$ cat src/rtl/bldc_duty_sequencer_pkg.sv
// -----------------------------------------------------------------------------
// bldc_duty_sequencer_pkg
// Shared BLDC types for the command sequencer and its timing helpers.
//   rotation_direction_t : direction code shared with the commutation driver
//   sequencer_state_t    : 3-bit state code, also exported on seq_state
//   us_to_cycles()       : converts a period in microseconds to sys_clk cycles
// -----------------------------------------------------------------------------
package bldc_duty_sequencer_pkg;

  typedef enum logic [1:0] {
    DIR_NONE = 2'd0,
    DIR_CW   = 2'd1,
    DIR_CCW  = 2'd2
  } rotation_direction_t;

  typedef enum logic [2:0] {
    SEQ_IDLE      = 3'd0,
    SEQ_RUN       = 3'd1,
    SEQ_RAMP_DOWN = 3'd2,
    SEQ_WAIT_STOP = 3'd3,
    SEQ_FAULT     = 3'd4
  } sequencer_state_t;

  // Whole cycles per microsecond, then scaled; clock rates are integer MHz.
  function automatic int unsigned us_to_cycles(input int unsigned clk_freq_hz,
                                               input int unsigned period_us);
    return (clk_freq_hz / 1_000_000) * period_us;
  endfunction

endpackage

$ cat src/rtl/bldc_duty_sequencer_tick.sv
// -----------------------------------------------------------------------------
// tick_generator
// Free-running prescaler producing a single-cycle pulse every period_us.
//   sys_clk : clock
//   reset_n : asynchronous active-low reset (prescaler restarts at 0)
//   tick    : registered 1-cycle pulse, once per period
// -----------------------------------------------------------------------------
module tick_generator
  import bldc_duty_sequencer_pkg::*;
#(
  parameter int unsigned clk_freq_hz = 54_000_000,
  parameter int unsigned period_us   = 100
) (
  input  logic sys_clk,
  input  logic reset_n,
  output logic tick
);

  localparam int unsigned period_cycles = us_to_cycles(clk_freq_hz, period_us);
  localparam int unsigned cnt_width     = (period_cycles > 1) ? $clog2(period_cycles) : 1;
  localparam logic [cnt_width-1:0] last_count = cnt_width'(period_cycles - 1);

  logic [cnt_width-1:0] count;

  // NOTE: state uses non-blocking assignments so every register samples the
  // pre-edge values; blocking here would create order-dependent simulation.
  always_ff @(posedge sys_clk or negedge reset_n) begin
    if (!reset_n) begin
      count <= '0;
      tick  <= 1'b0;
    end else if (count == last_count) begin
      count <= '0;
      tick  <= 1'b1;
    end else begin
      count <= count + cnt_width'(1);
      tick  <= 1'b0;
    end
  end

endmodule

$ cat src/rtl/bldc_duty_sequencer.sv
// -----------------------------------------------------------------------------
// bldc_duty_sequencer
// Command sequencer feeding the table-commutated BLDC driver. Slews the duty
// toward its target at a fixed rate, sequences direction reversals through a
// confirmed standstill, and forces a coast on Hall errors.
//   sys_clk, reset_n  : clock, asynchronous active-low reset
//   cmd_enable        : run request
//   cmd_direction     : requested direction
//   cmd_duty          : target duty (clamped to pwm_cycle_ticks)
//   pwm_cycle_ticks   : PWM period from the driver, used as duty ceiling
//   rpm               : measured speed from the driver
//   hall_error        : invalid Hall code from the driver
//   drv_enable        : driver enable (registered)
//   drv_direction     : driver direction (registered)
//   drv_duty          : driver duty (registered)
//   seq_state         : current state code (registered)
//   fault             : high while in FAULT (registered)
// -----------------------------------------------------------------------------
module bldc_duty_sequencer
  import bldc_duty_sequencer_pkg::*;
#(
  parameter int unsigned clk_freq_hz        = 54_000_000,
  parameter int unsigned pwm_counter_width  = 11,
  parameter int unsigned counter_width      = 32,
  parameter int unsigned ramp_tick_us       = 100,
  parameter int unsigned duty_step          = 4,
  parameter int unsigned stop_confirm_ticks = 2000,
  parameter int unsigned stop_timeout_ticks = 50000
) (
  input  logic                         sys_clk,
  input  logic                         reset_n,
  input  logic                         cmd_enable,
  input  rotation_direction_t          cmd_direction,
  input  logic [pwm_counter_width-1:0] cmd_duty,
  input  logic [pwm_counter_width-1:0] pwm_cycle_ticks,
  input  logic [counter_width-1:0]     rpm,
  input  logic                         hall_error,
  output logic                         drv_enable,
  output rotation_direction_t          drv_direction,
  output logic [pwm_counter_width-1:0] drv_duty,
  output logic [2:0]                   seq_state,
  output logic                         fault
);

  localparam int unsigned dw  = pwm_counter_width;
  localparam int unsigned scw = $clog2(stop_confirm_ticks + 1);
  localparam int unsigned tcw = $clog2(stop_timeout_ticks + 1);

  localparam logic [dw-1:0]  step          = dw'(duty_step);
  localparam logic [scw-1:0] stop_confirm  = scw'(stop_confirm_ticks);
  localparam logic [tcw-1:0] timeout_limit = tcw'(stop_timeout_ticks);

  sequencer_state_t    state, next_state;
  rotation_direction_t dir_next;
  logic [dw-1:0]       duty_next, target, duty_to_target, duty_to_zero;
  logic [scw-1:0]      stop_cnt, stop_next;
  logic [tcw-1:0]      timeout_cnt, timeout_next;
  logic                tick;

  tick_generator #(
    .clk_freq_hz (clk_freq_hz),
    .period_us   (ramp_tick_us)
  ) u_tick (
    .sys_clk (sys_clk),
    .reset_n (reset_n),
    .tick    (tick)
  );

  // Candidate duties for this tick; the FSM picks which one is applied.
  // Each step is limited to the remaining distance so it lands exactly on
  // the goal and can never wrap past 0 or overshoot the target.
  always_comb begin
    target         = (cmd_duty > pwm_cycle_ticks) ? pwm_cycle_ticks : cmd_duty;
    duty_to_target = drv_duty;
    if (drv_duty < target) begin
      duty_to_target = ((target - drv_duty) > step) ? drv_duty + step : target;
    end else if (drv_duty > target) begin
      duty_to_target = ((drv_duty - target) > step) ? drv_duty - step : target;
    end
    duty_to_zero = (drv_duty > step) ? drv_duty - step : '0;
  end

  // NOTE: every signal driven here gets a default before the case statement,
  // so no path leaves a value unassigned and no latch is inferred.
  always_comb begin
    next_state   = state;
    duty_next    = drv_duty;
    dir_next     = drv_direction;
    stop_next    = stop_cnt;
    timeout_next = timeout_cnt;

    unique case (state)
      SEQ_IDLE: begin
        duty_next = '0;
        dir_next  = DIR_NONE;
        if (cmd_enable && (cmd_direction != DIR_NONE) && !hall_error) begin
          next_state = SEQ_RUN;
          dir_next   = cmd_direction;
        end
      end

      SEQ_RUN: begin
        if (hall_error) begin
          next_state = SEQ_FAULT;
          duty_next  = '0;
        end else if (!cmd_enable || (cmd_direction != drv_direction)) begin
          next_state = SEQ_RAMP_DOWN;
          if (tick) duty_next = duty_to_zero;
        end else if (tick) begin
          duty_next = duty_to_target;
        end
      end

      SEQ_RAMP_DOWN: begin
        if (hall_error) begin
          next_state = SEQ_FAULT;
          duty_next  = '0;
        end else begin
          if (tick) duty_next = duty_to_zero;
          // Leave as soon as the registered duty will be 0, so enable drops
          // in the same cycle the zero duty appears.
          if (duty_next == '0) begin
            next_state   = SEQ_WAIT_STOP;
            stop_next    = '0;
            timeout_next = '0;
          end
        end
      end

      SEQ_WAIT_STOP: begin
        duty_next = '0;
        if (hall_error) begin
          next_state = SEQ_FAULT;
        end else if (tick) begin
          // A single nonzero rpm sample restarts the standstill confirmation.
          stop_next    = (rpm == '0) ? stop_cnt + scw'(1) : '0;
          timeout_next = timeout_cnt + tcw'(1);
          if (stop_next == stop_confirm) begin
            if (cmd_enable && (cmd_direction != DIR_NONE)) begin
              next_state = SEQ_RUN;
              dir_next   = cmd_direction;
            end else begin
              next_state = SEQ_IDLE;
              dir_next   = DIR_NONE;
            end
          end else if (timeout_next == timeout_limit) begin
            next_state = SEQ_FAULT;
          end
        end
      end

      SEQ_FAULT: begin
        duty_next = '0;
        if (!cmd_enable && !hall_error) begin
          next_state = SEQ_IDLE;
          dir_next   = DIR_NONE;
        end
      end

      default: begin
        next_state = SEQ_IDLE;
        duty_next  = '0;
        dir_next   = DIR_NONE;
      end
    endcase
  end

  // Outputs are registered from next_state so they change on the same edge
  // as the state itself.
  always_ff @(posedge sys_clk or negedge reset_n) begin
    if (!reset_n) begin
      state         <= SEQ_IDLE;
      drv_duty      <= '0;
      drv_direction <= DIR_NONE;
      drv_enable    <= 1'b0;
      seq_state     <= 3'd0;
      fault         <= 1'b0;
      stop_cnt      <= '0;
      timeout_cnt   <= '0;
    end else begin
      state         <= next_state;
      drv_duty      <= duty_next;
      drv_direction <= dir_next;
      drv_enable    <= (next_state == SEQ_RUN) || (next_state == SEQ_RAMP_DOWN);
      seq_state     <= next_state;
      fault         <= (next_state == SEQ_FAULT);
      stop_cnt      <= stop_next;
      timeout_cnt   <= timeout_next;
    end
  end

endmodule
$ cat config.mk
export PLATFORM = sky130hd
export DESIGN_NAME = bldc_duty_sequencer
export DESIGN_NICKNAME = d
export VERILOG_FILES = /design/src/rtl/bldc_duty_sequencer_pkg.sv /design/src/rtl/bldc_duty_sequencer_tick.sv /design/src/rtl/bldc_duty_sequencer.sv
export SDC_FILE = /design/constraint.sdc
export NUM_CORES = 1
export LEC_CHECK = 0
export BUFFER_PORTS_ARGS = -buffer_cell sky130_fd_sc_hd__clkbuf_2
export CAP_MARGIN = 20
export CORE_AREA = 3 3 117 119
export DETAILED_ROUTE_END_ITERATION = 10
export DIE_AREA = 0 0 120 122
export GPL_TIMING_DRIVEN = 0
export PLACE_DENSITY = 0.75
export SYNTH_ARGS = -nofsm -noshare
export SYNTH_HDL_FRONTEND = slang
export SYNTH_HIERARCHICAL = 1
export SYNTH_SLANG_ARGS = --single-unit
export TNS_END_PERCENT = 20
$ cat constraint.sdc
create_clock -name sys_clk -period 4.54 [get_ports sys_clk]
set_input_delay 0.454 -clock sys_clk [delete_from_list [all_inputs] [get_ports sys_clk]]
set_output_delay 0.454 -clock sys_clk [all_outputs]
set_load 0.1 [all_outputs]
==> metrics.txt, run 1 <==
# TYPE chip_impl_metric gauge
chip_impl_metric{name="cts_max_level",unit=""} 3
chip_impl_metric{name="final_layout_size_suffix_gt1_share",unit="%"} 19.03
chip_impl_metric{name="placement_rows",unit=""} 41
chip_impl_metric{name="grt_start_max_net_pins",unit=""} 60
chip_impl_metric{name="cell_leakage_power",unit="nW"} 2.872
chip_impl_metric{name="total_power",unit="mW"} 2.033
chip_impl_metric{name="n_antenna_cell",unit=""} 0
chip_impl_metric{name="max-clock-path-buffers",unit=""} 2
chip_impl_info{name="cts-root-buf",value="sky130_fd_sc_hd__clkbuf_16"} 1
chip_impl_metric{name="clock_latency",unit="ns"} 0.33
chip_impl_metric{name="fmax",unit="MHz"} 225.5
chip_impl_metric{name="layout_filler_cell_count",unit=""} 1184
chip_impl_metric{name="ys_types",unit=""} 85
chip_impl_metric{name="count_of_final_setup_violators",unit=""} 0
chip_impl_metric{name="clock_sink_count",unit=""} 59
chip_impl_metric{name="cts_made_buffers",unit=""} 9
chip_impl_metric{name="synth_seq_cells",unit=""} 59
chip_impl_metric{name="share_clk_of_total_power",unit="%"} 35.0
chip_impl_metric{name="synthesis.area",unit="um2"} 5669
chip_impl_metric{name="net-switching-power",unit="mW"} 0.7752
chip_impl_metric{name="wl_met2",unit="um"} 7711
chip_impl_metric{name="route.detailed.drc",unit=""} 0
chip_impl_metric{name="area.sequential",unit="um2"} 1476
chip_impl_info{name="tritoncts",value="done"} 1
chip_impl_metric{name="power_frac_seq",unit="%"} 28.2
chip_impl_info{name="timing.critical_path.to_type",value="flop"} 1
chip_impl_metric{name="die_w",unit="um"} 120
chip_impl_info{name="layout.cells.most_common",value="sky130_fd_sc_hd__clkbuf_2"} 1
chip_impl_info{name="min_path_type",value="in -> async"} 1
chip_impl_metric{name="timing_worst_slew_pin_value",unit="ns"} 1.045
chip_impl_metric{name="final.period_utilization",unit="%"} 97.66
chip_impl_metric{name="globalRouteOverflowTotal",unit=""} 0
chip_impl_metric{name="synth-edff-count",unit=""} 0
chip_impl_metric{name="instances_no_fill",unit=""} 997
chip_impl_metric{name="hpwl",unit="um"} 12170
chip_impl_metric{name="finalWirelength",unit="um"} 16620
chip_impl_metric{name="grtUsageTotal",unit="%"} 22.71
chip_impl_metric{name="die_height",unit="um"} 122
chip_impl_info{name="type_of_the_worst_setup_path",value="in -> reg"} 1
chip_impl_info{name="topRoutingLayerUsed",value="met4"} 1
chip_impl_metric{name="seq_area_frac_synth",unit="%"} 26.04
chip_impl_metric{name="dr_wl_met3",unit="um"} 951
chip_impl_metric{name="postPlaceCellArea",unit="um2"} 6267
chip_impl_metric{name="postCtsHoldBufs",unit=""} 0
chip_impl_metric{name="finish.instance_area",unit="um2"} 6854
chip_impl_info{name="cp-start-kind",value="primary input"} 1
chip_impl_metric{name="p_int",unit="mW"} 1.258
chip_impl_metric{name="antenna_left",unit=""} 0
chip_impl_metric{name="met1_length",unit="um"} 7340
chip_impl_metric{name="design.final.nets",unit=""} 919
chip_impl_metric{name="synthesis.instances",unit=""} 725
chip_impl_metric{name="final_sum_of_negative_setup_slack",unit="ns"} 0
chip_impl_info{name="layout_common_cells",value="sky130_fd_sc_hd__clkbuf_2, sky130_fd_sc_hd__nor2_1, sky130_fd_sc_hd__nand2_1, sky130_fd_sc_hd__dfrtp_1, sky130_fd_sc_hd__a21oi_1"} 1
chip_impl_metric{name="post-place-cells",unit=""} 973
chip_impl_metric{name="postLayoutCoreUtil",unit="%"} 54.09
chip_impl_metric{name="detailedRoute.firstPassIterationCount",unit=""} 5
chip_impl_metric{name="multiInputGateArea",unit="um2"} 4038
chip_impl_metric{name="ys.warnings.count",unit=""} 6
chip_impl_metric{name="dr_total_vias",unit=""} 6007
chip_impl_metric{name="number_of_global_route_vias_before_repair",unit=""} 5576
chip_impl_metric{name="power_frac_comb",unit="%"} 36.8
chip_impl_metric{name="critical_path_peak_fanout",unit=""} 10
chip_impl_metric{name="grt_pass1_wl",unit="um"} 27390
chip_impl_metric{name="sw_frac_of_total",unit="%"} 38.12
chip_impl_metric{name="synth-async-reset-ratio",unit="%"} 100.0
chip_impl_metric{name="min_period",unit="ns"} 4.434
chip_impl_info{name="synth_area_leaders",value="sky130_fd_sc_hd__dfrtp_1, sky130_fd_sc_hd__ha_1, sky130_fd_sc_hd__a21oi_1"} 1
chip_impl_info{name="grt_setup_unrepaired",value="true"} 1
chip_impl_metric{name="clock_transition_at_the_register_clock_pins_on_the_worst_setup_and_hold_paths_after_cts",unit="ns"} 0.05
chip_impl_metric{name="drt_iter0_drcs",unit=""} 476
chip_impl_metric{name="final_setup_skew",unit="ns"} 0.007497
chip_impl_metric{name="synthesis.nets",unit=""} 824
chip_impl_metric{name="io_pins",unit=""} 78
chip_impl_info{name="run_status",value="completed"} 1
chip_impl_info{name="synth_top_area_cell",value="sky130_fd_sc_hd__dfrtp_1"} 1
chip_impl_metric{name="die_area",unit="um2"} 14640
chip_impl_metric{name="placement.setup.worst_slack",unit="ns"} -0.7795
chip_impl_metric{name="ir_drop",unit="uV"} 255.1
chip_impl_metric{name="coreArea",unit="um2"} 12670
chip_impl_metric{name="slew-limit-headroom",unit="%"} 29.71
chip_impl_metric{name="antenna_violations_before_repair",unit=""} 0
chip_impl_metric{name="post_synth.cell_area_avg",unit="um2"} 7.820
chip_impl_metric{name="timing.final.hold_violations",unit=""} 0
chip_impl_metric{name="setup_slack",unit="ns"} 0.1063
chip_impl_metric{name="layout-area-overhead-vs-synth",unit="%"} 20.90
chip_impl_metric{name="drt-wirelength-per-cell",unit="um"} 16.67
chip_impl_info{name="postSynth.topFlopCell",value="sky130_fd_sc_hd__dfrtp_1"} 1
chip_impl_metric{name="hold-worst-slack",unit="ns"} 0.2519
chip_impl_metric{name="powerDensity",unit="nW/um2"} 296.7
chip_impl_metric{name="worst_ep_arrival_time",unit="ns"} 4.66
chip_impl_metric{name="required",unit="ns"} 4.77
chip_impl_metric{name="vias_per_cell",unit=""} 6.025
chip_impl_metric{name="drv.max_cap_violation_count",unit=""} 0
chip_impl_metric{name="slew_violations",unit=""} 0
chip_impl_metric{name="starting_utilization_of_the_core_area",unit="%"} 44.74
chip_impl_metric{name="placement.io_buffers",unit=""} 76
chip_impl_metric{name="post-synth-top-area-fraction",unit="%"} 26.04
chip_impl_metric{name="gpl.final_weighted_congestion",unit=""} 1.001
==> cells by family (layout without fill, tap and decap cells) <==
family / Yosys count / in the layout / share of synthesized area [%]
flops: 59 / 59 / 26.04
mux: 15 / 15 / 2.759
compound gates: 230 / 230 / 27.06
fa+ha+maj: 39 / 39 / 8.740
buf+inv: 81 / 181 / 5.804
xor+xnor: 20 / 20 / 3.090
simple gates: 281 / 281 / 26.51
==> what timing repair did <==
action	in CTS	in global routing
resized for setup	16	26
endpoints found under the setup margin	11	11
setup buffers	4	4
cloned	0	1
pin swaps	3	5
==> registers in the layout, summed over array words and instances, names as in the netlist <==
| name | flops |
|---|---|
| u_tick/tick | 1 |
| timeout_cnt | 16 |
| drv_direction | 2 |
| state | 3 |
| stop_cnt | 11 |
| u_tick/count | 13 |
| drv_enable | 1 |
| fault | 1 |
| drv_duty | 11 |
==> cell type report <==
class                           instances  share of cell area (%)
Buffer                                 29                   2.209
Tap cell                              172                   3.140
Multi-Input combinational cell        585                   58.91
Clock buffer                           12                   3.888
Inverter                               51                   2.793
Clock inverter                          4                  0.6937
Timing Repair Buffer                   85                   6.827
Sequential cell                        59                   21.54
==> layer usage <==
| layer | global-route usage [%] | vias to the layer above |
|---|---|---|
| met5 | 0 | - |
| met4 | 10.67 | 0 |
| met3 | 3.343 | 46 |
| met2 | 35.58 | 202 |
| met1 | 30.92 | 2835 |
| li1 | - | 2924 |
==> synthesized netlist by cell type (5+ instances only) <==
| master | instances |
|---|---|
| sky130_fd_sc_hd__a21oi_1 | 61 |
| sky130_fd_sc_hd__nor2_1 | 60 |
| sky130_fd_sc_hd__dfrtp_1 | 59 |
| sky130_fd_sc_hd__nand2_1 | 59 |
| sky130_fd_sc_hd__inv_1 | 50 |
| sky130_fd_sc_hd__o21ai_0 | 44 |
| sky130_fd_sc_hd__ha_1 | 38 |
| sky130_fd_sc_hd__nand3_1 | 28 |
| sky130_fd_sc_hd__nor3_1 | 26 |
| sky130_fd_sc_hd__clkbuf_1 | 19 |
| sky130_fd_sc_hd__nand4_1 | 18 |
| sky130_fd_sc_hd__a31oi_1 | 15 |
| sky130_fd_sc_hd__o31ai_1 | 14 |
| sky130_fd_sc_hd__nor4_1 | 13 |
| sky130_fd_sc_hd__mux2i_1 | 12 |
| sky130_fd_sc_hd__xnor2_1 | 12 |
| sky130_fd_sc_hd__and3_1 | 11 |
| sky130_fd_sc_hd__nand2b_1 | 11 |
| sky130_fd_sc_hd__o21ai_1 | 10 |
| sky130_fd_sc_hd__a21o_1 | 8 |
| sky130_fd_sc_hd__buf_2 | 8 |
| sky130_fd_sc_hd__xor2_1 | 8 |
| sky130_fd_sc_hd__a211oi_1 | 7 |
| sky130_fd_sc_hd__and2_1 | 7 |
| sky130_fd_sc_hd__nor2b_1 | 7 |
| sky130_fd_sc_hd__nand3b_1 | 6 |
| sky130_fd_sc_hd__o211ai_1 | 6 |
| sky130_fd_sc_hd__o2111ai_1 | 5 |
| sky130_fd_sc_hd__o221ai_1 | 5 |
| sky130_fd_sc_hd__o22ai_1 | 5 |
| sky130_fd_sc_hd__o31a_1 | 5 |
| sky130_fd_sc_hd__or3_1 | 5 |
==> path summary, 6_finish.rpt <==
| check | start | end | slack (ns) | cells past startpoint |
|---|---|---|---|---|
| worst min-delay path | reset_n | drv_duty[4]$_DFFE_PN0P_ | 0.25 | 1 |
| worst max register to register | drv_duty[2]$_DFFE_PN0P_ | drv_duty[5]$_DFFE_PN0P_ | 0.89 | 13 |
| worst min register to register | u_tick/count[0]$_DFF_PN0_ | u_tick/count[0]$_DFF_PN0_ | 0.49 | 1 |
| min in group sys_clk | cmd_direction[1] | drv_direction[1]$_DFFE_PN0P_ | 0.38 | 3 |
| max in group asynchronous | reset_n | drv_duty[0]$_DFFE_PN0P_ | 3.73 | 1 |
| worst max-delay path | pwm_cycle_ticks[4] | drv_duty[5]$_DFFE_PN0P_ | 0.11 | 19 |
==> power by group through the flow <==
stage	logic, mW	registers, mW	clock network (mW)
after floorplan	0.369	0.735	0
after global placement	0.681	0.582	0
after detailed placement	0.688	0.583	0
after CTS	0.707	0.573	0.724
after global routing	0.809	0.578	0.749
final	0.749	0.574	0.711
==> critical path, stage by stage <==
cell and delay (ns):
sky130_fd_sc_hd__clkbuf_2 0.12, sky130_fd_sc_hd__inv_1 0.05, sky130_fd_sc_hd__ha_1 0.29, sky130_fd_sc_hd__a211oi_1 0.25, sky130_fd_sc_hd__nor2_1 0.11, sky130_fd_sc_hd__o31ai_4 0.33
sky130_fd_sc_hd__a21oi_4 0.12, sky130_fd_sc_hd__buf_8 0.18, sky130_fd_sc_hd__mux2_2 0.34, sky130_fd_sc_hd__ha_2 0.33, sky130_fd_sc_hd__or2_2 0.28, sky130_fd_sc_hd__o31a_1 0.16
sky130_fd_sc_hd__or3_1 0.33, sky130_fd_sc_hd__a221oi_1 0.26, sky130_fd_sc_hd__and4_4 0.30, sky130_fd_sc_hd__buf_4 0.20, sky130_fd_sc_hd__mux2i_1 0.22, sky130_fd_sc_hd__o22ai_1 0.10
sky130_fd_sc_hd__o31ai_1 0.22
(Power assumes the default switching activity.)
==> inputs of run 2 (changes only) <==
--- a/config.mk
+++ b/config.mk
@@ -7,11 +7,11 @@
 export LEC_CHECK = 0
 export BUFFER_PORTS_ARGS = -buffer_cell sky130_fd_sc_hd__clkbuf_2
 export CAP_MARGIN = 20
-export CORE_AREA = 3 3 117 119
+export CORE_AREA = 3 3 111 113
 export DETAILED_ROUTE_END_ITERATION = 10
-export DIE_AREA = 0 0 120 122
+export DIE_AREA = 0 0 114 116
 export GPL_TIMING_DRIVEN = 0
-export PLACE_DENSITY = 0.75
+export PLACE_DENSITY = 0.81
 export SYNTH_ARGS = -nofsm -noshare
 export SYNTH_HDL_FRONTEND = slang
 export SYNTH_HIERARCHICAL = 1
==> run 2 against run 1 <==
Sequential cell count did not move. First-iteration DRC count rose by 29%. Critical path type unchanged. Final cell count fell by 2.5%. Non-clock buffer count rose by 4. Register-to-register slack got worse by 0.07 ns. Critical path depth did not move. Largest cell class unchanged. Global-route usage rose by 2.3 points. Utilization rose by 5.8 points. Hold slack got worse by 0.00096 ns. Die area fell by 9.7%.
==> metrics.txt, run 2 (synthesized netlist as in run 1, its figures left out) <==
# TYPE chip_impl_metric gauge
chip_impl_metric{name="multiInputGateArea",unit="um2"} 4051
chip_impl_info{name="min_path_type",value="in -> async"} 1
chip_impl_metric{name="gpl.final_weighted_congestion",unit=""} 0.9540
chip_impl_metric{name="grt_pass1_wl",unit="um"} 26940
chip_impl_info{name="run_status",value="completed"} 1
chip_impl_metric{name="min_period",unit="ns"} 4.376
chip_impl_metric{name="postCtsHoldBufs",unit=""} 0
chip_impl_metric{name="p_int",unit="mW"} 1.246
chip_impl_info{name="timing.critical_path.to_type",value="flop"} 1
chip_impl_metric{name="clock_latency",unit="ns"} 0.34
chip_impl_metric{name="net-switching-power",unit="mW"} 0.7837
chip_impl_metric{name="area.sequential",unit="um2"} 1476
chip_impl_metric{name="coreArea",unit="um2"} 11420
chip_impl_metric{name="cts_max_level",unit=""} 3
chip_impl_metric{name="n_antenna_cell",unit=""} 0
chip_impl_metric{name="finalWirelength",unit="um"} 16610
chip_impl_metric{name="max-clock-path-buffers",unit=""} 2
chip_impl_metric{name="powerDensity",unit="nW/um2"} 296.9
chip_impl_info{name="cts-root-buf",value="sky130_fd_sc_hd__clkbuf_16"} 1
chip_impl_metric{name="critical_path_peak_fanout",unit=""} 10
chip_impl_metric{name="drt-wirelength-per-cell",unit="um"} 17.09
chip_impl_metric{name="placement.io_buffers",unit=""} 76
chip_impl_metric{name="cell_leakage_power",unit="nW"} 2.879
chip_impl_metric{name="die_w",unit="um"} 114
chip_impl_metric{name="final_sum_of_negative_setup_slack",unit="ns"} 0
chip_impl_metric{name="layout-area-overhead-vs-synth",unit="%"} 20.59
chip_impl_metric{name="fmax",unit="MHz"} 228.5
chip_impl_metric{name="hpwl",unit="um"} 11930
chip_impl_metric{name="power_frac_seq",unit="%"} 28.2
chip_impl_metric{name="count_of_final_setup_violators",unit=""} 0
chip_impl_metric{name="antenna_violations_before_repair",unit=""} 0
chip_impl_metric{name="cts_made_buffers",unit=""} 9
chip_impl_metric{name="final_layout_size_suffix_gt1_share",unit="%"} 19.78
chip_impl_metric{name="slew-limit-headroom",unit="%"} 33.68
chip_impl_info{name="tritoncts",value="done"} 1
chip_impl_metric{name="required",unit="ns"} 4.77
chip_impl_metric{name="grtUsageTotal",unit="%"} 24.98
chip_impl_metric{name="worst_ep_arrival_time",unit="ns"} 4.61
chip_impl_metric{name="clock_transition_at_the_register_clock_pins_on_the_worst_setup_and_hold_paths_after_cts",unit="ns"} 0.05
chip_impl_metric{name="die_area",unit="um2"} 13220
chip_impl_metric{name="instances_no_fill",unit=""} 972
chip_impl_metric{name="globalRouteOverflowTotal",unit=""} 0
chip_impl_info{name="registers.top_by_ff_count",value="timeout_cnt"} 1
chip_impl_metric{name="largest_reg_flops",unit=""} 16
chip_impl_metric{name="detailedRoute.firstPassIterationCount",unit=""} 6
chip_impl_metric{name="share_clk_of_total_power",unit="%"} 34.4
chip_impl_metric{name="dr_total_vias",unit=""} 6147
chip_impl_metric{name="slew_violations",unit=""} 0
chip_impl_metric{name="final_setup_skew",unit="ns"} 0.003466
chip_impl_metric{name="post-place-cells",unit=""} 944
chip_impl_metric{name="sw_frac_of_total",unit="%"} 38.61
chip_impl_info{name="layout.cells.most_common",value="sky130_fd_sc_hd__clkbuf_2"} 1
chip_impl_metric{name="design.final.nets",unit=""} 923
chip_impl_metric{name="clock_sink_count",unit=""} 59
chip_impl_metric{name="number_of_global_route_vias_before_repair",unit=""} 5652
chip_impl_metric{name="hold-worst-slack",unit="ns"} 0.2510
chip_impl_metric{name="io_pins",unit=""} 78
chip_impl_metric{name="ir_drop",unit="uV"} 217.9
chip_impl_metric{name="timing_worst_slew_pin_value",unit="ns"} 0.9866
chip_impl_info{name="layout_common_cells",value="sky130_fd_sc_hd__clkbuf_2, sky130_fd_sc_hd__nand2_1, sky130_fd_sc_hd__dfrtp_1"} 1
chip_impl_metric{name="power_frac_comb",unit="%"} 37.4
chip_impl_metric{name="final.period_utilization",unit="%"} 96.39
chip_impl_info{name="largestRegisters",value="timeout_cnt x16, u_tick/count x13"} 1
chip_impl_metric{name="drv.max_cap_violation_count",unit=""} 0
chip_impl_metric{name="layout_filler_cell_count",unit=""} 1029
chip_impl_metric{name="vias_per_cell",unit=""} 6.324
chip_impl_metric{name="grt_start_max_net_pins",unit=""} 60
chip_impl_metric{name="die_height",unit="um"} 116
chip_impl_metric{name="drt_iter0_drcs",unit=""} 612
chip_impl_metric{name="antenna_left",unit=""} 0
chip_impl_metric{name="starting_utilization_of_the_core_area",unit="%"} 49.65
chip_impl_info{name="type_of_the_worst_setup_path",value="in -> reg"} 1
chip_impl_metric{name="placement_rows",unit=""} 39
chip_impl_metric{name="route.detailed.drc",unit=""} 0
chip_impl_info{name="cp-start-kind",value="primary input"} 1
chip_impl_metric{name="timing.final.hold_violations",unit=""} 0
==> run 2: cell count changes in the layout (fill, tap and decap cells not counted), moves of 2 or more <==
cell,before,now
sky130_fd_sc_hd__clkbuf_1,16,18
sky130_fd_sc_hd__ha_1,34,32
sky130_fd_sc_hd__ha_2,2,5
sky130_fd_sc_hd__buf_6,1,3
sky130_fd_sc_hd__buf_4,12,16
sky130_fd_sc_hd__nor2_1,60,58
==> run 2: timing repair <==
item,CTS,global route
resized for setup,16,32
pin swaps,2,9
cloned,0,1
setup endpoints to repair,11,11
setup buffers,3,9
==> run 2: path summary, 6_finish.rpt <==
check	startpoint	to	slack [ns]	cells past startpoint
max	pwm_cycle_ticks[4]	drv_duty[5]$_DFFE_PN0P_	0.16	19
max reg2reg	drv_duty[2]$_DFFE_PN0P_	drv_duty[5]$_DFFE_PN0P_	0.82	13
max in group asynchronous	reset_n	timeout_cnt[13]$_DFFE_PN0P_	3.75	1
min	reset_n	u_tick/count[9]$_DFF_PN0_	0.25	1
min reg2reg	u_tick/count[0]$_DFF_PN0_	u_tick/count[0]$_DFF_PN0_	0.50	1
min in group sys_clk	cmd_direction[0]	drv_direction[0]$_DFFE_PN0P_	0.39	3
==> run 2: routing by layer <==
metal | wire length [um] | GRT usage [%]
met3 | 940 | 3.446
met2 | 7784 | 39.42
met1 | 7203 | 33.07
met5 | 0 | 0
met4 | 680 | 13.94
==> run 2: final cells by class <==
| class | count | share of cell area (%) |
|---|---|---|
| Inverter | 51 | 2.800 |
| Timing Repair Buffer | 89 | 7.028 |
| Clock buffer | 12 | 3.752 |
| Sequential cell | 59 | 21.60 |
| Tap cell | 143 | 2.617 |
| Multi-Input combinational cell | 585 | 59.26 |
| Buffer | 29 | 2.233 |
| Clock inverter | 4 | 0.7138 |
==> run 2: metrics by stage <==
stage	area [um2]	power (mW)	utilization, %	setup WS, ns
global placement	6228	1.260	54.55	-0.6747
CTS	6639	1.986	58.14	0.01313
floorplan	5669	1.103	-	0.1215
finish	6837	2.030	59.87	0.1637
global route	6837	2.126	59.87	-0.02355
detailed placement	6231	1.269	54.57	-0.7903
==> run 2: power groups by stage <==
| stage | registers [mW] | clock network (mW) | logic (mW) |
|---|---|---|---|
| 2_1_floorplan | 0.735 | 0 | 0.369 |
| 3_3_place_gp | 0.582 | 0 | 0.679 |
| 3_5_place_dp | 0.582 | 0 | 0.688 |
| 4_1_cts | 0.572 | 0.705 | 0.709 |
| 5_1_grt | 0.577 | 0.732 | 0.817 |
| 6_report | 0.572 | 0.699 | 0.759 |
==> run 2: critical path: stages <==
cell                       delay, ns
sky130_fd_sc_hd__clkbuf_2       0.11
sky130_fd_sc_hd__inv_1          0.05
sky130_fd_sc_hd__ha_1           0.30
sky130_fd_sc_hd__a211oi_2       0.23
sky130_fd_sc_hd__nor2_1         0.08
sky130_fd_sc_hd__o31ai_2        0.33
sky130_fd_sc_hd__a21oi_2        0.13
sky130_fd_sc_hd__mux2_4         0.36
sky130_fd_sc_hd__ha_1           0.27
sky130_fd_sc_hd__buf_2          0.18
sky130_fd_sc_hd__nor2b_1        0.16
sky130_fd_sc_hd__o31a_1         0.33
sky130_fd_sc_hd__or3_1          0.34
sky130_fd_sc_hd__a221oi_2       0.22
sky130_fd_sc_hd__and4_4         0.30
sky130_fd_sc_hd__buf_6          0.16
sky130_fd_sc_hd__mux2i_1        0.19
sky130_fd_sc_hd__o22ai_1        0.11
sky130_fd_sc_hd__o31ai_1        0.29
==> inputs of run 3 (changes only) <==
--- a/config.mk
+++ b/config.mk
@@ -7,13 +7,13 @@
 export LEC_CHECK = 0
 export BUFFER_PORTS_ARGS = -buffer_cell sky130_fd_sc_hd__clkbuf_2
 export CAP_MARGIN = 20
-export CORE_AREA = 3 3 111 113
+export CORE_AREA = 2 2 110 112
+export CTS_CLUSTER_DIAMETER = 80
 export DETAILED_ROUTE_END_ITERATION = 10
-export DIE_AREA = 0 0 114 116
+export DIE_AREA = 0 0 112 114
 export GPL_TIMING_DRIVEN = 0
 export PLACE_DENSITY = 0.81
 export SYNTH_ARGS = -nofsm -noshare
 export SYNTH_HDL_FRONTEND = slang
-export SYNTH_HIERARCHICAL = 1
 export SYNTH_SLANG_ARGS = --single-unit
 export TNS_END_PERCENT = 20
==> run 3 against run 2 <==
The run now ends with setup timing left. Register-to-register slack gained 0.05 ns. Via count rose by 1.2%. Power is 4.4% higher. Count of clock-buffer cells in the layout fell by 1. Sequential share of layout area is 1.0 points lower. Maximum frequency down 7.2%. Die area decreased by 3.4%. Routed wire length rose by 6.1%. Setup slack got worse by 0.34 ns. Largest cell class unchanged.
==> metrics.txt, run 3 <==
# TYPE chip_impl_metric gauge
chip_impl_metric{name="post-synth-top-area-fraction",unit="%"} 26.07
chip_impl_metric{name="timing.final.hold_violations",unit=""} 0
chip_impl_metric{name="count_of_final_setup_violators",unit=""} 11
chip_impl_info{name="timing.critical_path.to_type",value="flop"} 1
chip_impl_metric{name="final_layout_size_suffix_gt1_share",unit="%"} 25.42
chip_impl_metric{name="slowest_delay",unit="ns"} 0.59
chip_impl_metric{name="multiInputGateArea",unit="um2"} 4232
chip_impl_metric{name="design.final.nets",unit=""} 936
chip_impl_metric{name="synth_seq_cells",unit=""} 59
chip_impl_metric{name="io_pins",unit=""} 78
chip_impl_metric{name="cts_made_buffers",unit=""} 9
chip_impl_info{name="cp_slowest_cell",value="sky130_fd_sc_hd__or4_4"} 1
chip_impl_metric{name="slew_violations",unit=""} 0
chip_impl_info{name="failed_checks",value="setup timing"} 1
chip_impl_metric{name="drt_iter0_drcs",unit=""} 689
chip_impl_metric{name="number_of_global_route_vias_before_repair",unit=""} 5446
chip_impl_info{name="critical_path.cell_chain",value="clkbuf_2, ha_1, nand3_1, nor3_4, a2111oi_4, o21ba_4, buf_4, mux2i_2, ha_1, fa_2, nor2b_4, o21ai_1, a21o_1, nand3_1, or4_4, o21ai_4, nand3_2, a221o_1"} 1
chip_impl_info{name="run_status",value="finished, violations left"} 1
chip_impl_info{name="registers.top_by_ff_count",value="timeout_cnt"} 1
chip_impl_metric{name="area.sequential",unit="um2"} 1476
chip_impl_metric{name="postCtsHoldBufs",unit=""} 0
chip_impl_metric{name="ys_types",unit=""} 84
chip_impl_metric{name="dr_total_vias",unit=""} 6221
chip_impl_metric{name="post-place-cells",unit=""} 950
chip_impl_metric{name="clock_sink_count",unit=""} 59
chip_impl_metric{name="synth-edff-count",unit=""} 0
chip_impl_metric{name="vias_per_cell",unit=""} 6.290
chip_impl_info{name="synth.top_cells.by_count",value="sky130_fd_sc_hd__dfrtp_1, sky130_fd_sc_hd__nand2_1, sky130_fd_sc_hd__nor2_1"} 1
chip_impl_metric{name="clock_latency",unit="ns"} 0.33
chip_impl_metric{name="finalWirelength",unit="um"} 17620
chip_impl_metric{name="critical_path_peak_fanout",unit=""} 8
chip_impl_info{name="cts-root-buf",value="sky130_fd_sc_hd__clkbuf_16"} 1
chip_impl_info{name="layout.cells.most_common",value="sky130_fd_sc_hd__clkbuf_2"} 1
chip_impl_metric{name="final.period_utilization",unit="%"} 103.9
chip_impl_metric{name="required",unit="ns"} 4.75
chip_impl_metric{name="layout_filler_cell_count",unit=""} 1012
chip_impl_metric{name="n_antenna_cell",unit=""} 0
chip_impl_metric{name="placement_rows",unit=""} 40
chip_impl_info{name="largestRegisters",value="timeout_cnt x16, u_tick.count x13"} 1
chip_impl_metric{name="ys.warnings.count",unit=""} 0
chip_impl_metric{name="globalRouteOverflowTotal",unit=""} 0
chip_impl_info{name="layout_common_cells",value="sky130_fd_sc_hd__clkbuf_2, sky130_fd_sc_hd__dfrtp_1, sky130_fd_sc_hd__nand2_1"} 1
chip_impl_metric{name="die_w",unit="um"} 112
chip_impl_info{name="tritoncts",value="done"} 1
chip_impl_metric{name="drv.max_cap_violation_count",unit=""} 0
chip_impl_info{name="min_path_type",value="in -> async"} 1
chip_impl_metric{name="min_period",unit="ns"} 4.717
chip_impl_metric{name="largest_reg_flops",unit=""} 16
chip_impl_info{name="synth_top_area_cell",value="sky130_fd_sc_hd__dfrtp_1"} 1
chip_impl_info{name="cp-start-kind",value="primary input"} 1
chip_impl_metric{name="hold-worst-slack",unit="ns"} 0.2305
chip_impl_metric{name="synthesis.instances",unit=""} 725
chip_impl_info{name="synth_area_leaders",value="sky130_fd_sc_hd__dfrtp_1, sky130_fd_sc_hd__ha_1, sky130_fd_sc_hd__a21oi_1"} 1
chip_impl_metric{name="gpl.final_weighted_congestion",unit=""} 0.9612
chip_impl_metric{name="drt-wirelength-per-cell",unit="um"} 17.81
chip_impl_metric{name="ir_drop",unit="uV"} 517.3
chip_impl_metric{name="grtUsageTotal",unit="%"} 24.85
chip_impl_metric{name="die_area",unit="um2"} 12770
chip_impl_metric{name="grt_pass1_wl",unit="um"} 26260
chip_impl_metric{name="timing_worst_slew_pin_value",unit="ns"} 0.9054
chip_impl_metric{name="max-clock-path-buffers",unit=""} 2
chip_impl_metric{name="synth-async-reset-ratio",unit="%"} 100.0
chip_impl_metric{name="worstPathBufferInverterCount",unit=""} 2
chip_impl_metric{name="timing.critical_path.depth",unit=""} 18
chip_impl_info{name="crit_family",value="simple AND/OR/NAND/NOR gates"} 1
chip_impl_metric{name="cell_leakage_power",unit="nW"} 3.164
chip_impl_metric{name="seq_area_frac_synth",unit="%"} 26.07
chip_impl_metric{name="synthesis.nets",unit=""} 824
chip_impl_metric{name="coreArea",unit="um2"} 11710
chip_impl_metric{name="starting_utilization_of_the_core_area",unit="%"} 48.35
chip_impl_info{name="yosys.cell_count.top_type",value="sky130_fd_sc_hd__dfrtp_1"} 1
chip_impl_metric{name="fmax",unit="MHz"} 212.0
chip_impl_metric{name="hpwl",unit="um"} 11670
chip_impl_metric{name="cts_max_level",unit=""} 3
chip_impl_metric{name="synthesis.area",unit="um2"} 5663
chip_impl_metric{name="clock_transition_at_the_register_clock_pins_on_the_worst_setup_and_hold_paths_after_cts",unit="ns"} 0.05
chip_impl_metric{name="grt_start_max_net_pins",unit=""} 60
chip_impl_metric{name="instances_no_fill",unit=""} 989
chip_impl_metric{name="layout-area-overhead-vs-synth",unit="%"} 26.80
chip_impl_metric{name="setup_slack",unit="ns"} -0.1766
chip_impl_info{name="postSynth.topFlopCell",value="sky130_fd_sc_hd__dfrtp_1"} 1
chip_impl_metric{name="slew-limit-headroom",unit="%"} 39.18
chip_impl_metric{name="antenna_left",unit=""} 0
chip_impl_metric{name="worst_ep_arrival_time",unit="ns"} 4.92
chip_impl_metric{name="placement.setup.worst_slack",unit="ns"} -0.5713
chip_impl_info{name="type_of_the_worst_setup_path",value="in -> reg"} 1
chip_impl_metric{name="post_synth.cell_area_avg",unit="um2"} 7.811
chip_impl_metric{name="powerDensity",unit="nW/um2"} 295.2
chip_impl_metric{name="die_height",unit="um"} 114
chip_impl_metric{name="detailedRoute.firstPassIterationCount",unit=""} 8
chip_impl_metric{name="placement.io_buffers",unit=""} 77
chip_impl_metric{name="timing.reg2reg.worst_path_depth",unit=""} 11
chip_impl_metric{name="antenna_violations_before_repair",unit=""} 0
chip_impl_metric{name="final_setup_skew",unit="ns"} 0.01205
chip_impl_metric{name="route.detailed.drc",unit=""} 0
## run 3: cell count changes after synthesis, sizes merged, moves of 6 or more
cell	delta
a21oi	-15
and3	+6
nand3	+9
nand4	-6
nor4	+8
o21ai	+16
xnor2	+10
## run 3: final cells by class
| type | instances | share of cell area [%] |
|---|---|---|
| clock buffers | 11 | 3.380 |
| multi-input cells | 587 | 58.93 |
| well taps | 147 | 2.561 |
| inverters | 51 | 2.683 |
| plain buffers | 27 | 2.178 |
| flip-flops and latches | 59 | 20.56 |
| clock inverters | 5 | 1.394 |
| repair buffers | 102 | 8.312 |
## run 3: repair_timing
item                       CTS  global route
cloned                       0             2
pin swaps                    3            27
setup endpoints to repair   11            11
buffers inserted             5            18
resized for setup           13            72
## run 3: power breakdown
part	total [mW]	internal [mW]	switching [mW]
Clock	0.792	0.549	0.243
Sequential	0.571	0.550	0.0209
Combinational	0.757	0.251	0.506
## run 3: worst paths after layout
| path | to | startpoint | slack (ns) |
|---|---|---|---|
| setup / recovery | drv_duty[6]$_DFFE_PN0P_ | cmd_duty[6] | -0.18 |
| hold / removal | u_tick.count[6]$_DFF_PN0_ | reset_n | 0.23 |
| setup reg to reg | drv_duty[6]$_DFFE_PN0P_ | drv_duty[5]$_DFFE_PN0P_ | 0.87 |
| hold reg to reg | u_tick.count[11]$_DFF_PN0_ | u_tick.count[11]$_DFF_PN0_ | 0.49 |
| max in group asynchronous | drv_duty[2]$_DFFE_PN0P_ | reset_n | 3.77 |
| min in group sys_clk | drv_direction[0]$_DFFE_PN0P_ | cmd_direction[0] | 0.38 |
## run 3: cells by family after synthesis
logic type	Yosys count	share of synthesized area (%)
DFF	59	26.07
xor gates and xnor gates	35	5.413
adders and majority gates	39	8.750
and+or+nand+nor	288	26.80
AOI/OAI and AO/OA	212	24.83
muxes	12	2.143
buffers and inverters	80	5.988
## run 3: worst register-to-register path: cells and delay by family (launching register included)
family          cells  cell delay (ns)
simple gates        3             0.87
flops               1             0.62
compound gates      4             1.27
fa+ha+maj           1             0.36
buf+inv             3             0.44
## run 3: per-layer routing
layer | GRT usage (%) | routed length (um) | part of all wire, %
met2 | 38.67 | 8044 | 46
met4 | 8.862 | 629 | 3.6
met3 | 5.101 | 1662 | 9.4
met1 | 34.47 | 7278 | 41
met5 | 0.7843 | 0 | 0
## run 3: stage by stage
stage          cell area, um2  util [%]  power (mW)  TNS [ns]
6_report                 7181     61.31       2.120    -1.232
5_1_grt                  7181     61.31       2.203    -2.011
4_1_cts                  6685     57.08       2.007         0
3_5_place_dp             6250     53.37       1.205    -5.449
3_3_place_gp             6240     53.28       1.198    -5.035
2_1_floorplan            5670         -       1.052         0
